[src/rtl/ld_sched_pkg.sv]
// Shared types and constants for the layer-load scheduler: FSM states,
// SRAM target encodings and default per-job beat counts.
package ld_sched_pkg;

  typedef enum logic [2:0] {
    ST_IDLE,
    ST_LD_WS,
    ST_LD_WM,
    ST_LD_ACT,
    ST_CMP_REQ,
    ST_CMP_WAIT,
    ST_DONE
  } state_e;

  localparam logic [1:0] SEL_ACT = 2'd0;
  localparam logic [1:0] SEL_WM  = 2'd1;
  localparam logic [1:0] SEL_WS  = 2'd2;

  localparam int N_WS_DEF  = 32;
  localparam int N_WM_DEF  = 32;
  localparam int N_ACT_DEF = 3;

  localparam int CNT_W = 5;

endpackage

[src/rtl/ld_beat_cnt.sv]
// Clearable beat counter with a terminal-count flag against a runtime limit.
module ld_beat_cnt #(
  parameter int W = 5
) (
  input  logic         clk,
  input  logic         rst,
  input  logic         clr,
  input  logic         inc,
  input  logic [W-1:0] last,
  output logic [W-1:0] count,
  output logic         tc
);

  // clr wins over inc so the final beat of a phase leaves the count at zero
  always_ff @(posedge clk or posedge rst) begin
    if (rst) begin
      count <= '0;
    end else if (clr) begin
      count <= '0;
    end else if (inc) begin
      count <= count + 1'b1;
    end
  end

  assign tc = (count == last);

endmodule

[src/rtl/ld_sched.sv]
// Job scheduler: streams weight-scalar, weight-matrix and activation beats into
// SRAM, then kicks the compute engine and waits for its completion pulse.
module ld_sched
  import ld_sched_pkg::*;
#(
  parameter int N_WS  = N_WS_DEF,
  parameter int N_WM  = N_WM_DEF,
  parameter int N_ACT = N_ACT_DEF
) (
  input  logic         clk,
  input  logic         rst_i,
  input  logic         start_i,
  input  logic         reuse_w_i,
  input  logic         abort_i,
  input  logic         in_valid_i,
  output logic         in_ready_o,
  input  logic [255:0] in_data_i,
  output logic         wen_o,
  output logic [1:0]   wsel_o,
  output logic [4:0]   waddr_o,
  output logic [255:0] wdata_o,
  output logic         cmp_start_o,
  input  logic         cmp_done_i,
  output logic         busy_o,
  output logic         job_done_o
);

  state_e             state_q, state_d;
  logic               w_loaded_q, w_loaded_d;
  logic [CNT_W-1:0]   cnt;
  logic [CNT_W-1:0]   cnt_last;
  logic               cnt_tc;
  logic               cnt_clr;
  logic               accept;
  logic               beat_last;
  logic [1:0]         cur_sel;

  // Input handshake: a beat transfers on any rising edge where in_valid_i and
  // in_ready_o are both high; in_ready_o is a pure decode of the state.
  assign in_ready_o = (state_q == ST_LD_WS) || (state_q == ST_LD_WM) ||
                      (state_q == ST_LD_ACT);
  assign accept     = in_valid_i && in_ready_o;
  assign beat_last  = accept && cnt_tc;

  always_comb begin
    cnt_last = '1;
    cur_sel  = SEL_ACT;
    case (state_q)
      ST_LD_WS:  begin cnt_last = CNT_W'(N_WS - 1);  cur_sel = SEL_WS; end
      ST_LD_WM:  begin cnt_last = CNT_W'(N_WM - 1);  cur_sel = SEL_WM; end
      ST_LD_ACT: begin cnt_last = CNT_W'(N_ACT - 1); cur_sel = SEL_ACT; end
      default:   ;
    endcase
  end

  always_comb begin
    state_d    = state_q;
    w_loaded_d = w_loaded_q;
    case (state_q)
      ST_IDLE:     if (start_i) state_d = (reuse_w_i && w_loaded_q) ? ST_LD_ACT : ST_LD_WS;
      ST_LD_WS:    if (beat_last) state_d = ST_LD_WM;
      ST_LD_WM:    if (beat_last) begin
                     state_d    = ST_LD_ACT;
                     w_loaded_d = 1'b1;
                   end
      ST_LD_ACT:   if (beat_last) state_d = ST_CMP_REQ;
      ST_CMP_REQ:  state_d = ST_CMP_WAIT;
      ST_CMP_WAIT: if (cmp_done_i) state_d = ST_DONE;
      ST_DONE:     state_d = ST_IDLE;
      default:     state_d = ST_IDLE;
    endcase
    // A partially written weight set must never be reused
    if (abort_i && (state_q != ST_IDLE)) begin
      state_d = ST_IDLE;
      if ((state_q == ST_LD_WS) || (state_q == ST_LD_WM)) w_loaded_d = 1'b0;
    end
  end

  assign cnt_clr = (state_d != state_q);

  always_ff @(posedge clk or posedge rst_i) begin
    if (rst_i) begin
      state_q    <= ST_IDLE;
      w_loaded_q <= 1'b0;
    end else begin
      state_q    <= state_d;
      w_loaded_q <= w_loaded_d;
    end
  end

  ld_beat_cnt #(.W(CNT_W)) u_cnt (
    .clk   (clk),
    .rst   (rst_i),
    .clr   (cnt_clr),
    .inc   (accept),
    .last  (cnt_last),
    .count (cnt),
    .tc    (cnt_tc)
  );

  // Address/data/select hold their last written value between writes
  always_ff @(posedge clk or posedge rst_i) begin
    if (rst_i) begin
      wen_o   <= 1'b0;
      wsel_o  <= '0;
      waddr_o <= '0;
      wdata_o <= '0;
    end else begin
      wen_o <= accept;
      if (accept) begin
        wsel_o  <= cur_sel;
        waddr_o <= cnt;
        wdata_o <= in_data_i;
      end
    end
  end

  assign busy_o      = (state_q != ST_IDLE);
  assign cmp_start_o = (state_q == ST_CMP_REQ);
  assign job_done_o  = (state_q == ST_DONE);

endmodule

[config.mk]
export PLATFORM = sky130hd
export DESIGN_NAME = ld_sched
export DESIGN_NICKNAME = d
export VERILOG_FILES = /design/src/rtl/ld_sched_pkg.sv /design/src/rtl/ld_beat_cnt.sv /design/src/rtl/ld_sched.sv
export SDC_FILE = /design/constraint.sdc
export NUM_CORES = 1
export LEC_CHECK = 0
export ABC_AREA = 1
export BUFFER_PORTS_ARGS = -buffer_cell sky130_fd_sc_hd__buf_2
export CORE_AREA = 2 2 209 211
export CTS_CLUSTER_DIAMETER = 60
export CTS_CLUSTER_SIZE = 20
export DETAILED_ROUTE_END_ITERATION = 10
export DIE_AREA = 0 0 211 213
export RECOVER_POWER = 100
export SLEW_MARGIN = 0
export SYNTH_ARGS = -nofsm -noshare
export SYNTH_HDL_FRONTEND = slang
export SYNTH_SLANG_ARGS = --single-unit
[constraint.sdc]
create_clock -name clk -period 20.5 [get_ports clk]
set_clock_uncertainty 0.15 [all_clocks]
set_input_delay 1.025 -clock clk [delete_from_list [all_inputs] [get_ports clk]]
set_output_delay 1.025 -clock clk [all_outputs]
set_load 0.1 [all_outputs]
# Word-level counts from Yosys, hierarchy flattened
# Cells that the tools add are included.
# classes
add_sub_neg	1
eq_ne	8
n_mux	16
reduce_logical	9
# ops
op	n
$mux W3	6
$pmux W3 S6	1
$mux W5	3
$eq A3 B3 Y1 const B	3
$eq A3 B2 Y1 const B	2
$add A5 B1 Y5 const B	1
$eq A5 B5 Y1	1
$logic_and A1 B1 Y1	4
$mux W1	4
$pmux W2 S2	1
$eq A3 B1 Y1 const B	1
$logic_not A3 Y1	1
$ne A3 B3 Y1	1
$reduce_bool A3 Y1	1
$logic_or A1 B1 Y1	2
$mux W2	1
$reduce_bool A2 Y1	1
# word_totals
ff_bits	273
inputBits	263
out_inout_bits	268
word_cells	41

# Longest topological paths before layout
# Gate-level depths: netlist (run 1).
# logic_depth
ltp_word	10
depth_mapped	12
ltp_nobuf	11

# Modules after synthesis
# Synthesis (run 1) repeated with hierarchy kept, for this count alone.
# hier_totals
cells_unflattened	1216
area_unflattened_um2	10616.4
# by_module_without_submodules
mod	instances	cells_each	area_each_um2
ld_sched	1	1174	10288.6
ld_beat_cnt	1	42	327.8

# Worst setup path after synthesis (run 1)
# No wires, ideal clock.
# synth_timing
kind	register to output
startpoint	reg state_q[2]
endpoint	out job_done_o
arrival_time_ns	2.627
required_ns	19.325
path_slack_ns	16.698
stages_incl_launch_ff	3
path_buffers	0
cell_sequence	dfrtp_1 > inv_1 > nor3_1
# synth_via
elab_chain_len	1
# synth_rtl
element	line_no	source
start: declaration	ld_sched.sv:28	state_e state_q, state_d;
start signal: assignment	ld_sched.sv:86	state_q <= state_d;
$eq A3 B3 Y1	ld_sched.sv:120	assign job_done_o = (state_q == ST_DONE);
end: declaration	ld_sched.sv:25	output logic job_done_o
# No other way between the ends.

==> metrics.csv, run 1 <==
metric;value;unit
start_util;0.2457;
synth_enable_flop_cells;0;
hp-class;flop to flop;
synthesis.area;10490;sq um
critPathKind;input port to asynchronous set/reset pin;
via_per_inst;4.166;
rsz0062_at_grt;no;
gr-total-overflow;0;
syn_area_per_cell;8.706;sq um
grtUsageTotal;0.1335;
violations;capacitance limit, slew limit;
ys_top_cells_by_count;806 x nand2_1, 273 x dfrtp_1, 26 x buf_2;
slew_viol_final;820;
dp_hpwl;22620;um
max_slew_margin;-1.990;
min-delay-start;wdata_o[164];
endpoint_kind;asynchronous set/reset pin;
io_pins;531;
grt_pass1_wl;48380;um
synthFlopType;dfrtp_1;
yosys.area.top_type_share;0.6512;
synthMuxAreaShare;0;
ys_seq_area_frac;0.6512;
synth-seq-cells;273;
clkLatencyLatePin;550;ps
reg2reg_slack;13180;ps
hold_buffers;0;
synthAdderAreaFrac;0.001193;
cts_buffers;27;
rr_endpoint;wdata_o[150];
gp_congestion;0.8399;
r2r_cells;7;
rows;76;
tns;0;ps
fmax;0.1143;GHz
vias;9498;
r2r_start;state_q[0];
synth_top_cell_by_area;dfrtp_1;
syn-instance-count;1205;
cts_sinks;273;
core;42700;sq um
grt_max_degree;99;
finalCritPeriodShare;0.4267;
grt_pass1_vias;9248;
hold_viol;0;
post_cts_buffers;0;
htreeDepth;1;
max-clock-path-buffers;3;
worstPathRequired;20150;ps
cts_tree;built;
die_h;213;um
drc_errors;0;
drtPass1Iterations;5;
synth_most_common_cell;nand2_1;
setup_viol;0;
async_reset_ff_frac;1.000;
wl;32020;um
crit_arrival;8390;ps
worst_pin_slew;4460;ps
synth-simple-area-share;0.3098;
die_x;211;um
dieArea;44940;sq um
cap_violations;10;
antenna_found_initial;1;
yosys.cell_types.count;22;
min_path_cells;2;
port_buffers;530;
synth_compound_area_frac;0.003936;
clkTransAtPathRegs;70;ps
drive_above_1_share;0.1835;
syn_nets;1469;
synth_xor_area_frac;0.003339;
area_growth;35.17;%
synth_area_leaders;dfrtp_1 65%, nand2_1 29%, buf_2 1.2%;
nNetsFinal;1978;
ant_nets;0;
status;complete, but fails checks;
whs_endpoint;wdata_o[164];
yosysWarnings;0;
cts_resized;0;
period_needed;8746;ps
synth_top_family_by_area;simple AND/OR/NAND/NOR gates;
first_iter_violations;591;
crit_path_start_kind;input port;
worstPathMaxFanout;98;
ctsRootBufferMaster;clkbuf_16;
wire_per_inst;14.04;um
-- cell families (layout without fill, tap and decap cells) --
group / after synthesis / count (layout)
buf+inv: 76 / 604
other cells: 0 / 1
fa+ha+maj: 1 / 1
simple gates: 844 / 844
xor+xnor: 4 / 4
compound gates: 7 / 7
flops: 273 / 273
-- layer usage --
metal	routed length, um	track usage	part of all wire	vias to the layer above
met5	0	0	0	-
met4	635	0.04031	0.020	0
met3	2746	0.03839	0.086	40
met2	15580	0.2300	0.49	392
met1	13060	0.1615	0.41	4424
li1	-	-	-	4642
-- worst max-delay path by stage --
stage	start	end	slack (ps)	cells past startpoint
floorplan	rst_i	state_q[0]	11800	1
global placement	rst_i	wdata_o[125]	17010	4
detailed placement	rst_i	wdata_o[98]	16970	4
CTS	state_q[0]	busy_o	17380	5
global route	rst_i	wdata_o[254]	9720	4
finish	rst_i	wdata_o[90]	11750	4
-- worst max-delay path: stages --
cell and delay, ps:
buf_2 110, clkinvlp_2 2470, clkbuf_1 1990, clkbuf_1 2730
-- cell usage in the layout, fill, tap and decap left out, types with 2 or more instances in the layout --
master      instances
nand2_1           808
clkbuf_1          276
dfrtp_1           273
buf_2             262
clkbuf_16          27
inv_1              15
nor2_1             15
nand3_1            12
nor3_1              5
clkinv_8            5
o21ai_0             4
inv_6               4
xor2_1              3
clkinv_4            3
inv_12              3
clkinvlp_2          2
a21oi_1             2
nor3_2              2
inv_8               2
clkinvlp_4          2
-- cell type report --
cell class,instances,area (sq um)
fillers,4666,28510
flip-flops and latches,273,6832
multi-input cells,856,3307
repair buffers,538,2347
well taps,546,683.2
clock buffers,27,675.6
clock inverters,21,264.0
inverters,18,70.07
diodes,1,2.502
-- registers in the layout, indices dropped and copies added, names as in the netlist --
signal	cells
wen_o	1
waddr_o	5
wsel_o	2
state_q	3
u_cnt.count	5
w_loaded_q	1
wdata_o	256
-- through the flow --
step / setup slack [ps] / hold slack [ps] / utilization / instances / area [sq um]
floorplan: 11800 / 344.8 / - / 1205 / 10490
global placement: 17010 / 306.9 / 0.3197 / 2231 / 13650
detailed placement: 16970 / 309.2 / 0.3197 / 2231 / 13650
CTS: 17380 / 325.5 / 0.3417 / 2279 / 14590
global route: 9721 / 347.3 / 0.3321 / 2280 / 14180
finish: 11750 / 325.8 / 0.3321 / 2280 / 14180
Power of run 1 is left out: the tool's default activity adds up to more than one toggle a clock period on the data nets, which glitch-free logic cannot reach.
==> run 2: changes to the inputs <==
CORE_AREA = 2 2 206 208   (was 2 2 209 211)
DIE_AREA = 0 0 208 210   (was 0 0 211 213)
clock period = 7.79 ns   (was 20.5 ns; I/O delays follow)
==> metrics.csv, run 2 (synthesized netlist as in run 1, its figures left out) <==
metric;value;unit;change
rows;75;;-1.3%
clkLatencyLatePin;560;ps;about the same
worstPathRequired;8110;ps;-12040 ps
cts_buffers;27;;unchanged
startpoint;state_q[0];;
largest_register_ffs;256;;unchanged
r2r_start;state_q[0];;
io_pins;531;;unchanged
worst_pin_slew;3718;ps;-742.3 ps
hold_viol;0;;unchanged
ant_nets;0;;unchanged
core;41480;sq um;-2.9%
cts_tree;built;;
violations;capacitance limit, slew limit;;
top_regs;wdata_o: 256 flops, u_cnt.count: 5 flops, waddr_o: 5 flops;;
max_slew_margin;-1.479;;+0.5112
n_antenna_cell;0;;-1
min-delay-start;abort_i;;
gp_congestion;0.8352;;-0.56%
period_needed;4911;ps;
first_iter_violations;712;;+20%
hp-class;input port to flop;;
setup_viol;0;;unchanged
via_per_inst;4.245;;+1.9%
area_growth;59.90;%;
regMostFlops;wdata_o;;
dieArea;43680;sq um;-2.8%
endpoint_kind;flop;;
grtUsageTotal;0.1581;;+0.02460
critPathKind;flop to flop;;
gr-total-overflow;0;;unchanged
port_buffers;530;;unchanged
grt_pass1_wl;56730;um;+17%
fillers;4068;;-13%
rsz0062_at_grt;no;;
start_util;0.2529;;+0.007220
dp_hpwl;22750;um;+0.58%
fmax;0.2036;GHz;
crit_arrival;5230;ps;-3160 ps
drc_errors;0;;unchanged
layout_common_cells;808 x nand2_1, 274 x clkbuf_1, 273 x dfrtp_1;;
grt_max_degree;164;;+66%
clkTransAtPathRegs;70;ps;about the same
die_h;210;um;-1.4%
grt_pass1_vias;10940;;+18%
die_x;208;um;-1.4%
wl;36370;um;+14%
drive_above_1_share;0.1611;;-0.02235
worstPathMaxFanout;63;;-36%
max-clock-path-buffers;3;;unchanged
cap_violations;3;;-7
cts_sinks;273;;unchanged
wire_per_inst;14.37;um;+2.3%
vias;10740;;+13%
tns;0;ps;unchanged
slew_viol_final;214;;-74%
crit_path_start_kind;flop;;
ctsRootBufferMaster;clkbuf_16;;
finalCritPeriodShare;0.6304;;
htreeDepth;1;;unchanged
status;complete, but fails checks;;
nNetsFinal;2235;;+13%
final_common_cell;nand2_1;;
antenna_found_initial;0;;-1
drtPass1Iterations;5;;unchanged
## run 2: worst paths after layout
| kind | to | cells past startpoint | slack, ps |
|---|---|---|---|
| setup / recovery | u_cnt.count[3] | 12 | 2880 |
| hold / removal | state_q[0] | 4 | 100 |
| min in group asynchronous | wdata_o[98] | 4 | 1680 |
| hold reg to reg | wdata_o[169] | 2 | 330 |
| max in group asynchronous | wdata_o[17] | 5 | 3420 |
| setup reg to reg | u_cnt.count[3] | 12 | 2880 |
## run 2: final cells by class
| class | instances | area, sq um | share of cell area |
|---|---|---|---|
| Timing Repair Buffer | 795 | 4952 | 0.2952 |
| Tap cell | 539 | 674.4 | 0.04020 |
| Clock inverter | 19 | 221.5 | 0.01320 |
| Multi-Input combinational cell | 856 | 3307 | 0.1971 |
| Inverter | 18 | 78.83 | 0.004699 |
| Sequential cell | 273 | 6832 | 0.4072 |
| Clock buffer | 31 | 710.7 | 0.04236 |
## run 2: repair_timing
item	in CTS	in global routing
hold buffers	258	0
setup buffers	0	0
gates resized for setup	0	0
hold endpoints to repair	320	0
## run 2: critical path: stages (launching register included)
cell,delay (ps)
dfrtp_1,480
inv_1,110
nand2_1,120
nand3_4,420
clkbuf_1,2180
nor2_1,340
nand2_1,230
nand2_1,60
nand3_1,100
nand2_1,90
nand2_1,80
nand3_1,210
nor3_1,220
## run 2: through the flow
step	util	worst slack (ps)	hold slack (ps)	cell area, sq um	std cells
6_report	0.4045	2879	103.6	16780	2531
5_1_grt	0.4045	2313	99.08	16780	2531
4_1_cts	0.4136	4260	59.95	17160	2531
3_5_place_dp	0.3289	4302	309.2	13640	2223
3_3_place_gp	0.3289	4376	305.9	13640	2223
2_1_floorplan	-	3641	344.8	10500	1205
## run 2: routing by layer
metal	GRT usage	routed length (um)
met3	0.03710	2792
met2	0.2708	17550
met4	0.06554	1430
met1	0.1915	14600
met5	0	0
Power of run 2 is left out for the same reason.
==> run 3: changes to the inputs <==
clock period = 4 ns   (was 7.79 ns; I/O delays follow)
==> metrics.csv, run 3 (synthesized netlist as in run 1, its figures left out) <==
metric;value;unit;change
dieArea;43680;sq um;unchanged
fin_area;16860;sq um;+0.48%
critPathKind;flop to flop;;
r2r_start;state_q[0];;
ctsRootBufferMaster;clkbuf_16;;
grt_pass1_vias;10690;;-2.3%
grt_max_degree;117;;-29%
worstPathRequired;4310;ps;-3800 ps
clkTransAtPathRegs;80;ps;about the same
cts_resized;0;;unchanged
clkLatencyLatePin;560;ps;about the same
cp_slowest_cell;inv_8;;
min-delay-start;cmp_done_i;;
cts_sinks;273;;unchanged
antenna_found_initial;1;;+1
grtUsageTotal;0.1563;;-0.001738
top_usage_layer;met2;;
use_met2;0.2657;;-0.005155
hp-class;input port to flop;;
slew_viol_final;0;;-100%
nNetsFinal;2241;;+0.27%
drive_above_1_share;0.1617;;+0.0005980
htreeDepth;1;;unchanged
status;finished clean;;
hold_viol;0;;unchanged
port_buffers;530;;unchanged
fmax;0.3189;GHz;+57%
wire_per_inst;14.17;um;-1.4%
top_regs;wdata_o: 256 flops, u_cnt.count: 5 flops, waddr_o: 5 flops;;
layout_common_cells;808 x nand2_1, 274 x clkbuf_1, 273 x dfrtp_1;;
largest_register_ffs;256;;unchanged
rsz0062_at_grt;no;;
cp_common_cell;nand2_1;;
tns;0;ps;unchanged
rows;75;;unchanged
endpoint_kind;flop;;
startpoint;state_q[0];;
first_iter_violations;785;;+10%
dp_hpwl;23100;um;+1.5%
wl;35960;um;-1.1%
core;41480;sq um;unchanged
io_pins;531;;unchanged
regMostFlops;wdata_o;;
grt_pass1_wl;56270;um;-0.81%
setup_viol;0;;unchanged
area_growth;60.67;%;
finalCritPeriodShare;0.7839;;+0.1535
drc_errors;0;;unchanged
period_needed;3136;ps;-1775 ps
gr-total-overflow;0;;unchanged
worstPathMaxFanout;116;;+84%
ant_nets;0;;unchanged
start_util;0.2529;;unchanged
die_x;208;um;unchanged
die_h;210;um;unchanged
rr_endpoint;u_cnt.count[3];;
cts_tree;built;;
grtUsageMet1;0.1934;;+0.001878
worst_pin_slew;1344;ps;-2374 ps
cap_violations;0;;-3
r2r_cells;10;;-2
drtPass1Iterations;5;;unchanged
use_met3;0.03471;;-0.002384
crit_arrival;3450;ps;-1780 ps
crit_path_start_kind;flop;;
place_area;13710;sq um;+0.50%
cpPeakStageDelay;700;ps;-1480 ps
max_slew_margin;0.1078;;+1.586
reg2reg_slack;860;ps;-2020 ps
max-clock-path-buffers;3;;unchanged
via_per_inst;4.220;;-0.59%
gp_congestion;0.8199;;-1.8%
endpoint;u_cnt.count[3];;
dp_cells;2227;;+0.18%
final_cells;2537;;+0.24%
cts_buffers;26;;-3.7%
vias;10710;;-0.35%
final_common_cell;nand2_1;;
crit_path_cell_trace;inv_1, nand2_1, nand3_4, inv_8, nand2_1, o21bai_2, nand3_1, nand2_1, nand3_1, nor3_1;;
## run 3: cell count changes in the layout (fill, tap and decap cells not counted), sizes merged
| cell | change |
|---|---|
| buf | +3 |
| clkbuf | -1 |
| clkinv | +1 |
| diode | +1 |
| dlygate4sd3 | +3 |
| inv | -1 |
## run 3: through the flow
step	util	hold WS, ps	worst slack (ps)
3_5_place_dp	0.3305	171.7	1023
5_1_grt	0.4064	50.80	390.8
2_1_floorplan	-	159.6	40.60
6_report	0.4064	43.25	864.4
3_3_place_gp	0.3305	159.6	1099
4_1_cts	0.4157	1.728	1012
## run 3: how the worst min path moves through the flow
stage                   to  slack [ps]  depth (start not counted)
4_1_cts         state_q[1]           2                          7
6_report        state_q[1]          40                          7
5_1_grt         state_q[1]          50                          7
2_1_floorplan   wdata_o[0]         160                          2
3_5_place_dp   wdata_o[87]         170                          2
3_3_place_gp   wdata_o[87]         160                          2
## run 3: final cells by class
cell class                 count  area [sq um]
clock inverter                19         225.2
tap                          539         674.4
inverter                      18         76.32
timing repair buffer         802          5046
fill                        4135         24620
antenna                        1         2.502
clock buffer                  29         693.2
sequential                   273          6832
multi-input combinational    856          3307
## run 3: per-layer routing
layer  share of wire  vias up
met5               0        -
met4           0.033        0
met3           0.069       77
met2            0.48      438
met1            0.41     5015
li1                -     5175
## run 3: worst max-delay path: cells and delay by family (launching register included)
family | cells | cell delay [ps]
and+or+nand+nor | 7 | 1400
DFF | 1 | 490
AOI/OAI and AO/OA | 1 | 170
buffers and inverters | 2 | 800
## run 3: timing repair
item | CTS | global route
setup endpoints to repair | 0 | 0
setup buffers | 0 | 0
endpoints found under the hold margin | 282 | 0
hold buffers | 261 | 0
Power of run 3 is left out for the same reason.
